## config.mk

```make
export PLATFORM = sky130hd
export DESIGN_NAME = ibuf_skew
export DESIGN_NICKNAME = d
export VERILOG_FILES = /design/src/rtl/ibuf_skew.sv
export SDC_FILE = /design/constraint.sdc
export NUM_CORES = 1
export LEC_CHECK = 0
export ABC_CLOCK_PERIOD_IN_PS = 2500
export BUFFER_PORTS_ARGS = -buffer_cell sky130_fd_sc_hd__buf_2
export CAP_MARGIN = 10
export CORE_UTILIZATION = 35
export DETAILED_ROUTE_END_ITERATION = 8
export PLACE_DENSITY_LB_ADDON = 0.08
export SLEW_MARGIN = 20
export SYNTH_ARGS = -nofsm -noshare
export SYNTH_HDL_FRONTEND = slang
export SYNTH_SLANG_ARGS = --single-unit
```

## constraint.sdc

```tcl
create_clock -name CLK -period 2.5 [get_ports CLK]
set_clock_uncertainty 0.15 [all_clocks]
set_input_delay 0.125 -clock CLK [delete_from_list [all_inputs] [get_ports CLK]]
set_output_delay 0.125 -clock CLK [all_outputs]
set_load 0.01 [all_outputs]
```

## src/rtl/ibuf_skew.sv

```systemverilog
// Input skew buffer: streams one DEPTH-element vector per lane with a one-cycle stagger per lane.
// Define IBUF_DBUF_EN to add a shadow bank that takes loads while the active bank streams.
module ibuf_skew #(
    parameter int N     = 4,
    parameter int DW    = 8,
    parameter int DEPTH = 4,
    parameter int TW    = 4,
    localparam int AW   = (N > 1) ? $clog2(N) : 1,
    localparam int CW   = $clog2(DEPTH + N - 1),
    localparam int EW   = $clog2(DEPTH)
) (
    input  logic                  CLK,
    input  logic                  RSTN,
    input  logic                  LOAD_EN,
    input  logic [AW-1:0]         LOAD_DST,
    input  logic [DEPTH*DW-1:0]   LOAD_WORD,
    output logic                  LOAD_READY,
    input  logic                  START_CALC,
    output logic                  BUSY,
    output logic                  DONE,
    output logic [N*DW-1:0]       IROW_o,
    output logic [N-1:0]          ICOL_VALID,
    input  logic [TW-1:0]         ODST_i,
    output logic [TW-1:0]         ODST_o
);

    typedef enum logic {S_IDLE, S_RUN} state_e;

    localparam logic [CW-1:0] C_LAST = CW'(DEPTH + N - 2);

    state_e          state_q;
    logic [CW-1:0]   c_q;
    logic [TW-1:0]   odst_q;
    logic [DW-1:0]   act_q [N][DEPTH];
    logic            start_acc;
    logic            dst_ok;

    assign start_acc = (state_q == S_IDLE) && START_CALC;
    assign dst_ok    = (32'(LOAD_DST) < 32'(N));

    always_ff @(posedge CLK or negedge RSTN) begin
        if (!RSTN) begin
            state_q <= S_IDLE;
            c_q     <= '0;
        end else begin
            case (state_q)
                S_IDLE: begin
                    if (START_CALC) begin
                        state_q <= S_RUN;
                        c_q     <= '0;
                    end
                end
                S_RUN: begin
                    if (c_q == C_LAST) begin
                        state_q <= S_IDLE;
                        c_q     <= '0;
                    end else begin
                        c_q <= c_q + CW'(1);
                    end
                end
                default: state_q <= S_IDLE;
            endcase
        end
    end

`ifdef IBUF_DBUF_EN
    logic [DW-1:0] shd_q [N][DEPTH];

    assign LOAD_READY = 1'b1;

    // Copy and load share one edge: active takes the old shadow, the new word goes to the next pass.
    always_ff @(posedge CLK or negedge RSTN) begin
        if (!RSTN) begin
            for (int i = 0; i < N; i++) begin
                for (int j = 0; j < DEPTH; j++) begin
                    act_q[i][j] <= '0;
                    shd_q[i][j] <= '0;
                end
            end
        end else begin
            if (start_acc) begin
                for (int i = 0; i < N; i++) begin
                    for (int j = 0; j < DEPTH; j++) begin
                        act_q[i][j] <= shd_q[i][j];
                    end
                end
            end
            if (LOAD_EN && dst_ok) begin
                for (int j = 0; j < DEPTH; j++) begin
                    shd_q[LOAD_DST][j] <= LOAD_WORD[j*DW +: DW];
                end
            end
        end
    end
`else
    assign LOAD_READY = (state_q == S_IDLE) && !START_CALC;

    always_ff @(posedge CLK or negedge RSTN) begin
        if (!RSTN) begin
            for (int i = 0; i < N; i++) begin
                for (int j = 0; j < DEPTH; j++) begin
                    act_q[i][j] <= '0;
                end
            end
        end else if (LOAD_EN && LOAD_READY && dst_ok) begin
            for (int j = 0; j < DEPTH; j++) begin
                act_q[LOAD_DST][j] <= LOAD_WORD[j*DW +: DW];
            end
        end
    end
`endif

    always_ff @(posedge CLK or negedge RSTN) begin
        if (!RSTN) begin
            odst_q <= '0;
        end else begin
            odst_q <= ODST_i;
        end
    end

    assign ODST_o = odst_q;
    assign BUSY   = (state_q == S_RUN);
    assign DONE   = (state_q == S_RUN) && (c_q == C_LAST);

    // Lane i shows element c-i inside its window; comparisons carry one extra bit so i+DEPTH never wraps.
    always_comb begin
        IROW_o     = '0;
        ICOL_VALID = '0;
        for (int i = 0; i < N; i++) begin
            if ((state_q == S_RUN) &&
                ({1'b0, c_q} >= (CW+1)'(i)) &&
                ({1'b0, c_q} <  (CW+1)'(i + DEPTH))) begin
                ICOL_VALID[i]       = 1'b1;
                IROW_o[i*DW +: DW]  = act_q[i][EW'(c_q - CW'(i))];
            end
        end
    end

endmodule

```

==> report_table.html, run 1 <==
<table>
<tr><th>Metric</th><th>Value</th></tr>
<tr><th colspan="2">Synth</th></tr>
<tr><td>Cell area after synthesis</td><td>6170 µm²</td></tr>
<tr><td>Top-count cell post-synth</td><td>dfrtp_1</td></tr>
<tr><td>Synthesized netlist net count</td><td>434</td></tr>
<tr><td>Primary FF master, synth</td><td>dfrtp_1</td></tr>
<tr><td>Most frequent cells after synthesis</td><td>dfrtp_1, mux2_2, mux4_2</td></tr>
<tr><td>Fraction of synthesized cell area taken by the top area cell type</td><td>55.2%</td></tr>
<tr><td>Count of warnings emitted by yosys</td><td>0</td></tr>
<tr><td>Share of async-settable or async-resettable flops after synthesis</td><td>100%</td></tr>
<tr><td>Register area share after synthesis</td><td>55.2%</td></tr>
<tr><td>Yosys top cell by area</td><td>dfrtp_1</td></tr>
<tr><td>Synth area leaders</td><td>dfrtp_1, mux2_2, mux4_2</td></tr>
<tr><td>Post-synth EDFFs</td><td>0</td></tr>
<tr><td>Post-Syn Area per Cell</td><td>15.9 µm²</td></tr>
<tr><td>Cell count after synthesis</td><td>389</td></tr>
<tr><td>Post-synthesis sequential element count</td><td>136</td></tr>
<tr><td>Number of distinct library cell variants in the gate-level netlist after synthesis</td><td>30</td></tr>
<tr><th colspan="2">GRT</th></tr>
<tr><td>Overflow left after global routing</td><td>0</td></tr>
<tr><td>Number of antenna violations at the first check in global routing</td><td>0</td></tr>
<tr><td>Vias in the first global route</td><td>3940</td></tr>
<tr><td>First-pass GRT wire length</td><td>23.3 mm</td></tr>
<tr><td>Pin count of the biggest net entering global routing</td><td>62</td></tr>
<tr><td>Global Route Usage Sum</td><td>17.7%</td></tr>
<tr><th colspan="2">Power</th></tr>
<tr><td>Total Power</td><td>10.5 mW</td></tr>
<tr><td>Max IR drop VDD</td><td>0.715 mV</td></tr>
<tr><td>Leakage power summed over all cells</td><td>3.96 nW</td></tr>
<tr><td>Cell Pwr Density</td><td>1300 nW/µm²</td></tr>
<tr><th colspan="2">Clock tree</th></tr>
<tr><td>CTS tree</td><td>done</td></tr>
<tr><td>Post-CTS clock slew at the launch and capture registers of the worst setup and hold paths</td><td>0.06 ns</td></tr>
<tr><td>Number of H-tree levels</td><td>4</td></tr>
<tr><td>Clock Tree Root</td><td>clkbuf_16</td></tr>
<tr><td>Num CTS Buffers</td><td>17</td></tr>
<tr><td>Worst-Skew Late Latency</td><td>0.41 ns</td></tr>
<tr><td>Maximum count of clock buffers along a single path</td><td>2</td></tr>
<tr><td>Clock tree sinks</td><td>136</td></tr>
<tr><th colspan="2">Cells and area</th></tr>
<tr><td>Synthesis-to-layout area growth</td><td>31.2%</td></tr>
<tr><td>Layout Cell Area excl Fill</td><td>8090 µm²</td></tr>
<tr><td>Fraction of final layout cells with drive strength greater than 1</td><td>56.3%</td></tr>
<tr><td>Post-Route Utilization</td><td>46.9%</td></tr>
<tr><td>ANT cells</td><td>0</td></tr>
<tr><td>Post-layout instance count excluding filler cells</td><td>770</td></tr>
<tr><td>Number of nets at the end of the flow</td><td>577</td></tr>
<tr><th colspan="2">Placed design</th></tr>
<tr><td>DP HPWL</td><td>9.49 mm</td></tr>
<tr><td>Number of buffers added on ports</td><td>84</td></tr>
<tr><td>Placement-stage cell area</td><td>6890 µm²</td></tr>
<tr><td>Post-placement cell count</td><td>692</td></tr>
<tr><td>Dpl ws</td><td>0.0513 ns</td></tr>
<tr><td>Final weighted congestion of routability-driven global placement</td><td>0.712</td></tr>
<tr><th colspan="2">Critical path</th></tr>
<tr><td>Peak fanout along the critical path</td><td>5</td></tr>
<tr><td>CP Data Required Time</td><td>2.23 ns</td></tr>
<tr><td>Critical Path Source Type</td><td>flip-flop</td></tr>
<tr><td>Crit Path Class</td><td>flip-flop to output port</td></tr>
<tr><td>Endpoint class of the critical path</td><td>output port</td></tr>
<tr><td>Data arrival time of the worst path</td><td>2.14 ns</td></tr>
<tr><td>Flop2flop setup slack</td><td>0.67 ns</td></tr>
<tr><th colspan="2">Route</th></tr>
<tr><td>First-pass iteration count of the detailed router</td><td>4</td></tr>
<tr><td>Detailed-route vias per instance</td><td>4.95</td></tr>
<tr><td>DR DRC count</td><td>0</td></tr>
<tr><td>Remaining number of nets flagged by the antenna check after routing</td><td>0</td></tr>
<tr><td>Total Wirelength</td><td>14.6 mm</td></tr>
<tr><td>DRT iter0 DRCs</td><td>164</td></tr>
<tr><td>Routed via count</td><td>3808</td></tr>
<tr><td>Avg WL per Cell</td><td>19.0 µm</td></tr>
<tr><th colspan="2">STA</th></tr>
<tr><td>Final period util</td><td>96.7%</td></tr>
<tr><td>Setup violation total in the final timing report</td><td>0</td></tr>
<tr><td>Headroom to the max-slew limit</td><td>59.7%</td></tr>
<tr><td>Worst setup slack after layout</td><td>0.0822 ns</td></tr>
<tr><td>Final Hold Vio Count</td><td>0</td></tr>
<tr><td>Period minus WS final</td><td>2.42 ns</td></tr>
<tr><td>Setup TNS after final layout</td><td>0 ns</td></tr>
<tr><td>F_max</td><td>0.414 GHz</td></tr>
<tr><td>Unrepaired setup endpoints after global routing</td><td>no</td></tr>
<tr><td>Pin slew with the least headroom to its limit</td><td>0.605 ns</td></tr>
<tr><td>Worst hold slack</td><td>0.105 ns</td></tr>
<tr><td>Final max-slew violation count</td><td>0</td></tr>
<tr><th colspan="2">Die</th></tr>
<tr><td>Die outline area</td><td>18200 µm²</td></tr>
<tr><td>I/O pins</td><td>85</td></tr>
<tr><td>Starting Density</td><td>35.8%</td></tr>
<tr><td>Die extent in x</td><td>135 µm</td></tr>
<tr><td>Core Footprint</td><td>17200 µm²</td></tr>
<tr><td>Count of standard-cell rows</td><td>48</td></tr>
<tr><td>DIE HEIGHT</td><td>135 µm</td></tr>
<tr><th colspan="2">Flow run</th></tr>
<tr><td>Number of max-cap violations</td><td>0</td></tr>
<tr><th colspan="2">Outcome</th></tr>
<tr><td>Run status</td><td>complete, no violations</td></tr>
<tr><th colspan="2">Min path</th></tr>
<tr><td>Hold crit path type</td><td>input port to asynchronous set/reset pin</td></tr>
</table>
==> cells by family after synthesis <==
logic type	synth area share (%)
muxes	35.4
DFF	55.2
and+or+nand+nor	4.95
buffers and inverters	2.94
AOI/OAI and AO/OA	0.731
adders and majority gates	0.609
xor gates and xnor gates	0.142
==> state kept, by name, indices dropped and copies added, names as in the netlist <==
signal,cells
BUSY,1
ODST_o,4
act_q,128
c_q,3
==> layout make-up <==
| class | count | area (µm²) |
|---|---|---|
| Fill cell | 1565 | 9150 |
| Sequential cell | 136 | 3410 |
| Multi-Input combinational cell | 222 | 2600 |
| Timing Repair Buffer | 148 | 1070 |
| Clock buffer | 20 | 467 |
| Tap cell | 225 | 282 |
| Clock inverter | 12 | 244 |
| Inverter | 7 | 26.3 |
==> path summary, 6_finish.rpt <==
path	to	from	cells after the start
hold reg to reg	act_q[54]$_DFFE_PN0P_	act_q[54]$_DFFE_PN0P_	1
hold / removal	act_q[111]$_DFFE_PN0P_	RSTN	2
min in group CLK	ODST_o[1]$_DFF_PN0_	ODST_i[1]	2
setup / recovery	IROW_o[9]	c_q[0]$_DFFE_PN0P_	6
max in group asynchronous	act_q[35]$_DFFE_PN0P_	RSTN	3
setup reg to reg	act_q[35]$_DFFE_PN0P_	BUSY$_DFF_PN0_	5
==> what timing repair did <==
item,CTS,global route
resized for setup,5,7
gates cloned,0,0
buffers inserted,4,4
hold buffers,38,0
hold endpoints to repair,195,0
setup endpoints to repair,16,18
pin swaps,1,0
==> metal layers <==
metal  global-route usage [%]  wire length, µm
met2                     25.9             6660
met4                     5.31              152
met3                     4.28              448
met5                        0                0
met1                     25.8             7360
==> where the power goes <==
| part | internal, mW | switching (mW) |
|---|---|---|
| clock network | 2.05 | 0.938 |
| registers | 3.08 | 0.451 |
| logic | 2.26 | 1.71 |
| total | 7.39 | 3.10 |
==> layout by cell type (no fill, tap or decap), drive strengths merged, types with 2 or more instances in the layout <==
cell type and instances:
dfrtp 136, mux2 128, buf 110, dlygate4sd3 38, mux4 32, clkbuf 20
and3 17, nor2b 12, nand2 7, bufinv 7, inv 6, and2b 4
nor2 4, clkinv 4, ha 3, o21ai 2, o32ai 2, clkinvlp 2
nand3 2
==> critical path, stage by stage, from the launching register on <==
cell,delay [ns]
dfrtp_2,0.47
buf_12,0.15
or4_1,0.52
nand3_2,0.13
buf_6,0.13
and2b_1,0.19
buf_2,0.14
(Power assumes the default switching activity.)
==> run 2, diff against run 1 <==
--- a/config.mk
+++ b/config.mk
@@ -10,7 +10,7 @@
 export CAP_MARGIN = 10
 export CORE_UTILIZATION = 35
 export DETAILED_ROUTE_END_ITERATION = 8
-export PLACE_DENSITY_LB_ADDON = 0.08
+export PLACE_DENSITY_LB_ADDON = 0.25
 export SLEW_MARGIN = 20
 export SYNTH_ARGS = -nofsm -noshare
 export SYNTH_HDL_FRONTEND = slang
==> run 2 against run 1 <==
Effect of this change:
- cell count down 0.91%
- clock power fell by 23%
- power fell by 6.6%
- core utilization is 1.0 points lower
- largest cell class unchanged
- routed wire length decreased by 0.42%
- non-clock buffer count shrank 3
- critical path type unchanged
- maximum frequency down 1.2%
- cell area fell by 2.2%
- sequential share of layout area rose by 0.94 points
- setup slack worse by 0.029 ns
- combinational power about the same
- global-route usage hardly changed
==> report_table.html, run 2 (same netlist as run 1, synthesis figures left out) <==
<table>
<tr><th>Metric</th><th>Value</th></tr>
<tr><th colspan="2">Outcome</th></tr>
<tr><td>Run status</td><td>complete, no violations</td></tr>
<tr><th colspan="2">Critical path</th></tr>
<tr><td>Peak fanout along the critical path</td><td>11</td></tr>
<tr><td>Critical-path cell with the highest stage delay</td><td>dfrtp_2</td></tr>
<tr><td>Worst path cell trace</td><td>buf_8 -&gt; ha_1 -&gt; or4_4 -&gt; nand3_2 -&gt; buf_6 -&gt; and2b_1 -&gt; buf_2</td></tr>
<tr><td>Flop2flop setup slack</td><td>0.58 ns</td></tr>
<tr><td>R2R cell count</td><td>4</td></tr>
<tr><td>Data arrival time of the worst path</td><td>2.17 ns</td></tr>
<tr><td>Buffering stage count on the worst path with inverters included</td><td>3</td></tr>
<tr><td>Family of cells with the greatest summed delay on the critical path</td><td>simple AND/OR/NAND/NOR gates</td></tr>
<tr><td>Slowest Stage Delay on Critical Path</td><td>0.42 ns</td></tr>
<tr><td>Endpoint class of the critical path</td><td>output port</td></tr>
<tr><td>Critical Path Source Type</td><td>flip-flop</td></tr>
<tr><td>CP Data Required Time</td><td>2.23 ns</td></tr>
<tr><td>Crit Path Class</td><td>flip-flop to output port</td></tr>
<tr><td>RR Endpoint</td><td>act_q[2]$_DFFE_PN0P_</td></tr>
<tr><td>Reg-to-reg startpoint</td><td>BUSY$_DFF_PN0_</td></tr>
<tr><th colspan="2">Cells and area</th></tr>
<tr><td>Top library cells by usage in the layout, fill and taps aside</td><td>dfrtp_1, mux2_2, buf_2, dlygate4sd3_1, mux4_2</td></tr>
<tr><td>Post-Route Utilization</td><td>45.9%</td></tr>
<tr><td>Most common cell after layout, fill and taps aside</td><td>dfrtp_1</td></tr>
<tr><td>Post-layout instance count excluding filler cells</td><td>763</td></tr>
<tr><td>Synthesis-to-layout area growth</td><td>28.3%</td></tr>
<tr><td>Number of flip-flops in the largest register</td><td>128</td></tr>
<tr><td>Number of nets at the end of the flow</td><td>574</td></tr>
<tr><td>ANT cells</td><td>0</td></tr>
<tr><td>Fraction of final layout cells with drive strength greater than 1</td><td>55.4%</td></tr>
<tr><td>Biggest register</td><td>act_q</td></tr>
<tr><td>Layout Cell Area excl Fill</td><td>7910 µm²</td></tr>
<tr><th colspan="2">Placed design</th></tr>
<tr><td>Placement-stage cell area</td><td>6910 µm²</td></tr>
<tr><td>Number of buffers added on ports</td><td>84</td></tr>
<tr><td>Post-placement cell count</td><td>692</td></tr>
<tr><td>DP HPWL</td><td>9.81 mm</td></tr>
<tr><td>Dpl ws</td><td>0.206 ns</td></tr>
<tr><td>Final weighted congestion of routability-driven global placement</td><td>0.719</td></tr>
<tr><th colspan="2">STA</th></tr>
<tr><td>Pin slew with the least headroom to its limit</td><td>0.684 ns</td></tr>
<tr><td>Setup violation total in the final timing report</td><td>0</td></tr>
<tr><td>F_max</td><td>0.409 GHz</td></tr>
<tr><td>Setup TNS after final layout</td><td>0 ns</td></tr>
<tr><td>Worst setup slack after layout</td><td>0.0535 ns</td></tr>
<tr><td>Final Hold Vio Count</td><td>0</td></tr>
<tr><td>Final period util</td><td>97.9%</td></tr>
<tr><td>Unrepaired setup endpoints after global routing</td><td>yes</td></tr>
<tr><td>Period minus WS final</td><td>2.45 ns</td></tr>
<tr><td>Worst hold slack</td><td>0.148 ns</td></tr>
<tr><td>Headroom to the max-slew limit</td><td>54.4%</td></tr>
<tr><td>Final max-slew violation count</td><td>0</td></tr>
<tr><th colspan="2">GRT</th></tr>
<tr><td>Number of antenna violations at the first check in global routing</td><td>0</td></tr>
<tr><td>Pin count of the biggest net entering global routing</td><td>53</td></tr>
<tr><td>First-pass GRT wire length</td><td>23.3 mm</td></tr>
<tr><td>Global Route Usage Sum</td><td>17.6%</td></tr>
<tr><td>Overflow left after global routing</td><td>0</td></tr>
<tr><td>Vias in the first global route</td><td>4131</td></tr>
<tr><th colspan="2">Clock tree</th></tr>
<tr><td>CTS tree</td><td>done</td></tr>
<tr><td>Number of H-tree levels</td><td>4</td></tr>
<tr><td>Worst-Skew Late Latency</td><td>0.41 ns</td></tr>
<tr><td>Clock tree sinks</td><td>136</td></tr>
<tr><td>Clock Tree Root</td><td>clkbuf_16</td></tr>
<tr><td>Num CTS Buffers</td><td>17</td></tr>
<tr><td>Post-CTS clock slew at the launch and capture registers of the worst setup and hold paths</td><td>0.05 ns</td></tr>
<tr><td>Maximum count of clock buffers along a single path</td><td>2</td></tr>
<tr><th colspan="2">Flow run</th></tr>
<tr><td>Number of max-cap violations</td><td>0</td></tr>
<tr><th colspan="2">Die</th></tr>
<tr><td>Die outline area</td><td>18200 µm²</td></tr>
<tr><td>Starting Density</td><td>35.8%</td></tr>
<tr><td>Count of standard-cell rows</td><td>48</td></tr>
<tr><td>DIE HEIGHT</td><td>135 µm</td></tr>
<tr><td>I/O pins</td><td>85</td></tr>
<tr><td>Core Footprint</td><td>17200 µm²</td></tr>
<tr><td>Die extent in x</td><td>135 µm</td></tr>
<tr><th colspan="2">Route</th></tr>
<tr><td>Total Wirelength</td><td>14.6 mm</td></tr>
<tr><td>Routed via count</td><td>3787</td></tr>
<tr><td>Remaining number of nets flagged by the antenna check after routing</td><td>0</td></tr>
<tr><td>Detailed-route vias per instance</td><td>4.96</td></tr>
<tr><td>DRT iter0 DRCs</td><td>138</td></tr>
<tr><td>First-pass iteration count of the detailed router</td><td>4</td></tr>
<tr><td>DR DRC count</td><td>0</td></tr>
<tr><td>Avg WL per Cell</td><td>19.1 µm</td></tr>
<tr><th colspan="2">Power</th></tr>
<tr><td>Cell Pwr Density</td><td>1240 nW/µm²</td></tr>
<tr><td>Leakage power summed over all cells</td><td>3.89 nW</td></tr>
<tr><td>Max IR drop VDD</td><td>0.508 mV</td></tr>
<tr><td>Total Power</td><td>9.80 mW</td></tr>
<tr><th colspan="2">Min path</th></tr>
<tr><td>Hold crit path type</td><td>input port to asynchronous set/reset pin</td></tr>
</table>
==> run 2: cell count changes in the layout (fill, tap and decap cells not counted), sizes merged <==
cell and change:
buf -3, bufinv -6, clkbuf +4, clkinvlp -2
==> run 2: what timing repair did <==
action | CTS | global route
hold buffers | 38 | 0
resized for setup | 5 | 6
setup buffers | 2 | 3
hold endpoints to repair | 186 | 0
endpoints found under the setup margin | 21 | 14
pin swaps | 0 | 1
==> run 2: final cells by class <==
class,instances,area (µm²)
clock buffers,24,492
clock inverters,4,45.0
fillers,1527,9330
inverters,7,26.3
multi-input cells,222,2600
flip-flops and latches,136,3400
well taps,225,282
repair buffers,145,1060
==> run 2: how the worst max path moves through the flow <==
stage | slack [ns] | endpoint | start | cells after the start
3_3_place_gp | 0.24 | IROW_o[28] | c_q[0]$_DFFE_PN0P_ | 6
6_report | 0.05 | IROW_o[9] | c_q[0]$_DFFE_PN0P_ | 7
4_1_cts | 0.004 | IROW_o[9] | c_q[0]$_DFFE_PN0P_ | 7
2_1_floorplan | 0.16 | IROW_o[11] | c_q[1]$_DFFE_PN0P_ | 7
3_5_place_dp | 0.21 | IROW_o[28] | c_q[2]$_DFFE_PN0P_ | 6
5_1_grt | -0.04 | IROW_o[15] | c_q[0]$_DFFE_PN0P_ | 7
==> run 2: layer usage <==
metal  GRT usage, %  routed length, µm  part of all wire [%]
met3           4.54                546                   3.7
met1           24.3               6970                    48
met5              0                  0                     0
met4           5.68                175                   1.2
met2           27.2               6870                    47
==> run 2: power breakdown <==
part / internal (mW) / leakage (nW) / switching [mW]
clock network: 1.44 / 0.268 / 0.844
logic: 2.23 / 1.84 / 1.77
registers: 3.08 / 1.78 / 0.432
total: 6.75 / 3.89 / 3.05
==> run 3, diff against run 2 <==
--- a/config.mk
+++ b/config.mk
@@ -8,7 +8,7 @@
 export ABC_CLOCK_PERIOD_IN_PS = 2500
 export BUFFER_PORTS_ARGS = -buffer_cell sky130_fd_sc_hd__buf_2
 export CAP_MARGIN = 10
-export CORE_UTILIZATION = 35
+export CORE_UTILIZATION = 57
 export DETAILED_ROUTE_END_ITERATION = 8
 export PLACE_DENSITY_LB_ADDON = 0.25
 export SLEW_MARGIN = 20
==> run 3 against run 2 <==
Effect of this change:
- global-route usage up 10 points
- routed wire length increased by 0.47%
- via count grew 5.0%
==> report_table.html, run 3 (same netlist as run 1, synthesis figures left out) <==
<table>
<tr><th>Metric</th><th>Value</th></tr>
<tr><th colspan="2">Die</th></tr>
<tr><td>Count of standard-cell rows</td><td>37</td></tr>
<tr><td>Core Footprint</td><td>10400 µm²</td></tr>
<tr><td>I/O pins</td><td>85</td></tr>
<tr><td>DIE HEIGHT</td><td>106 µm</td></tr>
<tr><td>Starting Density</td><td>59.2%</td></tr>
<tr><td>Die extent in x</td><td>106 µm</td></tr>
<tr><td>Die outline area</td><td>11200 µm²</td></tr>
<tr><th colspan="2">STA</th></tr>
<tr><td>Final Hold Vio Count</td><td>0</td></tr>
<tr><td>Final period util</td><td>98.8%</td></tr>
<tr><td>Setup violation total in the final timing report</td><td>0</td></tr>
<tr><td>Worst hold slack</td><td>0.0227 ns</td></tr>
<tr><td>Pin slew with the least headroom to its limit</td><td>0.495 ns</td></tr>
<tr><td>F_max</td><td>0.405 GHz</td></tr>
<tr><td>Unrepaired setup endpoints after global routing</td><td>yes</td></tr>
<tr><td>Final max-slew violation count</td><td>0</td></tr>
<tr><td>Period minus WS final</td><td>2.47 ns</td></tr>
<tr><td>Headroom to the max-slew limit</td><td>67.0%</td></tr>
<tr><th colspan="2">Cells and area</th></tr>
<tr><td>Area of combinational cells with multiple inputs</td><td>2630 µm²</td></tr>
<tr><td>Number of flip-flops in the largest register</td><td>128</td></tr>
<tr><td>Post-layout instance count excluding filler cells</td><td>682</td></tr>
<tr><td>Fillers</td><td>640</td></tr>
<tr><td>ANT cells</td><td>0</td></tr>
<tr><td>Sequential standard cell area</td><td>3410 µm²</td></tr>
<tr><td>Post-Route Utilization</td><td>76.4%</td></tr>
<tr><td>Top library cells by usage in the layout, fill and taps aside</td><td>dfrtp_1, mux2_2, buf_2, dlygate4sd3_1, mux4_2</td></tr>
<tr><td>Number of nets at the end of the flow</td><td>578</td></tr>
<tr><td>Biggest register</td><td>act_q</td></tr>
<tr><td>Most common cell after layout, fill and taps aside</td><td>dfrtp_1</td></tr>
<tr><td>Layout Cell Area excl Fill</td><td>7960 µm²</td></tr>
<tr><td>Synthesis-to-layout area growth</td><td>29.1%</td></tr>
<tr><td>Fraction of final layout cells with drive strength greater than 1</td><td>57.3%</td></tr>
<tr><th colspan="2">Critical path</th></tr>
<tr><td>Critical-path cell with the highest stage delay</td><td>mux4_2</td></tr>
<tr><td>Endpoint class of the critical path</td><td>output port</td></tr>
<tr><td>CP Data Required Time</td><td>2.23 ns</td></tr>
<tr><td>Data arrival time of the worst path</td><td>2.20 ns</td></tr>
<tr><td>Peak fanout along the critical path</td><td>9</td></tr>
<tr><td>Critical Path Source Type</td><td>flip-flop</td></tr>
<tr><td>Flop2flop setup slack</td><td>0.55 ns</td></tr>
<tr><td>Reg-to-reg startpoint</td><td>BUSY$_DFF_PN0_</td></tr>
<tr><td>Slowest Stage Delay on Critical Path</td><td>0.52 ns</td></tr>
<tr><td>Crit Path Class</td><td>flip-flop to output port</td></tr>
<tr><td>R2R cell count</td><td>5</td></tr>
<tr><td>Crit. Startpoint</td><td>c_q[0]$_DFFE_PN0P_</td></tr>
<tr><td>RR Endpoint</td><td>act_q[122]$_DFFE_PN0P_</td></tr>
<tr><td>Worst path cell trace</td><td>buf_4 -&gt; buf_16 -&gt; mux4_2 -&gt; nor2b_2 -&gt; buf_2</td></tr>
<tr><th colspan="2">Clock tree</th></tr>
<tr><td>Maximum count of clock buffers along a single path</td><td>2</td></tr>
<tr><td>CTS tree</td><td>done</td></tr>
<tr><td>Num CTS Buffers</td><td>17</td></tr>
<tr><td>Post-CTS clock slew at the launch and capture registers of the worst setup and hold paths</td><td>0.06 ns</td></tr>
<tr><td>Worst-Skew Late Latency</td><td>0.53 ns</td></tr>
<tr><td>Clock Tree Root</td><td>clkbuf_8</td></tr>
<tr><td>Number of H-tree levels</td><td>4</td></tr>
<tr><td>Clock tree sinks</td><td>136</td></tr>
<tr><th colspan="2">Flow run</th></tr>
<tr><td>Number of max-cap violations</td><td>0</td></tr>
<tr><th colspan="2">Placed design</th></tr>
<tr><td>DP HPWL</td><td>8.59 mm</td></tr>
<tr><td>Post-placement cell count</td><td>602</td></tr>
<tr><td>Placement-stage cell area</td><td>6770 µm²</td></tr>
<tr><td>Final weighted congestion of routability-driven global placement</td><td>0.763</td></tr>
<tr><td>Number of buffers added on ports</td><td>84</td></tr>
<tr><th colspan="2">Power</th></tr>
<tr><td>Max IR drop VDD</td><td>0.761 mV</td></tr>
<tr><td>Cell Pwr Density</td><td>1290 nW/µm²</td></tr>
<tr><td>Leakage power summed over all cells</td><td>3.95 nW</td></tr>
<tr><th colspan="2">GRT</th></tr>
<tr><td>Overflow left after global routing</td><td>0</td></tr>
<tr><td>Number of antenna violations at the first check in global routing</td><td>0</td></tr>
<tr><td>Vias in the first global route</td><td>4102</td></tr>
<tr><td>Pin count of the biggest net entering global routing</td><td>71</td></tr>
<tr><td>Global Route Usage Sum</td><td>28.0%</td></tr>
<tr><td>First-pass GRT wire length</td><td>22.6 mm</td></tr>
<tr><th colspan="2">Route</th></tr>
<tr><td>Routed via count</td><td>3977</td></tr>
<tr><td>DR DRC count</td><td>0</td></tr>
<tr><td>Avg WL per Cell</td><td>21.5 µm</td></tr>
<tr><td>First-pass iteration count of the detailed router</td><td>4</td></tr>
<tr><td>Remaining number of nets flagged by the antenna check after routing</td><td>0</td></tr>
<tr><td>Detailed-route vias per instance</td><td>5.83</td></tr>
<tr><td>DRT iter0 DRCs</td><td>231</td></tr>
<tr><td>Total Wirelength</td><td>14.6 mm</td></tr>
<tr><th colspan="2">Outcome</th></tr>
<tr><td>Run status</td><td>complete, no violations</td></tr>
<tr><th colspan="2">Min path</th></tr>
<tr><td>Hold crit path type</td><td>input port to asynchronous set/reset pin</td></tr>
</table>
## run 3: layer usage
layer  global-route usage [%]  share of wire, %  vias up
met3                     5.95               5.0       26
met5                        0                 0        -
li1                         -                 -     1720
met2                     43.2                49      140
met1                     38.8                44     2091
met4                     12.4               2.1        0
## run 3: cell type report
| type | count | area share [%] |
|---|---|---|
| tap | 136 | 2.14 |
| clock buffer | 24 | 6.04 |
| timing repair buffer | 149 | 13.9 |
| sequential | 136 | 42.8 |
| clock inverter | 8 | 1.79 |
| multi-input combinational | 222 | 33.0 |
| inverter | 7 | 0.330 |
## run 3: metrics by stage
step                power [mW]  setup slack [ns]  setup TNS (ns)
floorplan                 5.92             0.161               0
global placement          7.13             0.518               0
detailed placement        7.26             0.507               0
CTS                       10.2          -0.00955         -0.0164
global route              10.8           -0.0414          -0.176
finish                    10.3            0.0297               0
## run 3: worst max path at each step
stage | slack [ns] | to | depth (start not counted)
floorplan | 0.16 | IROW_o[11] | 7
global placement | 0.52 | IROW_o[28] | 6
detailed placement | 0.51 | IROW_o[28] | 6
CTS | -0.01 | IROW_o[28] | 7
global route | -0.04 | IROW_o[27] | 5
finish | 0.03 | IROW_o[27] | 5
## run 3: power by group
part	total, mW	switching [mW]	internal (mW)
logic	4.11	1.76	2.35
registers	3.59	0.508	3.08
clock network	2.60	0.883	1.72
## run 3: what timing repair did
action	4_1_cts	5_1_grt
gates cloned	1	1
buffers inserted	5	2
setup endpoints to repair	16	19
resized for setup	5	14
pin swaps	0	1
hold buffers	39	0
endpoints found under the hold margin	272	0
## run 3: worst max-delay path: cells and delay by family (launching register included)
family,cells,cell delay [ns]
and+or+nand+nor,1,0.18
buffers and inverters,3,0.48
muxes,1,0.52
DFF,1,0.48
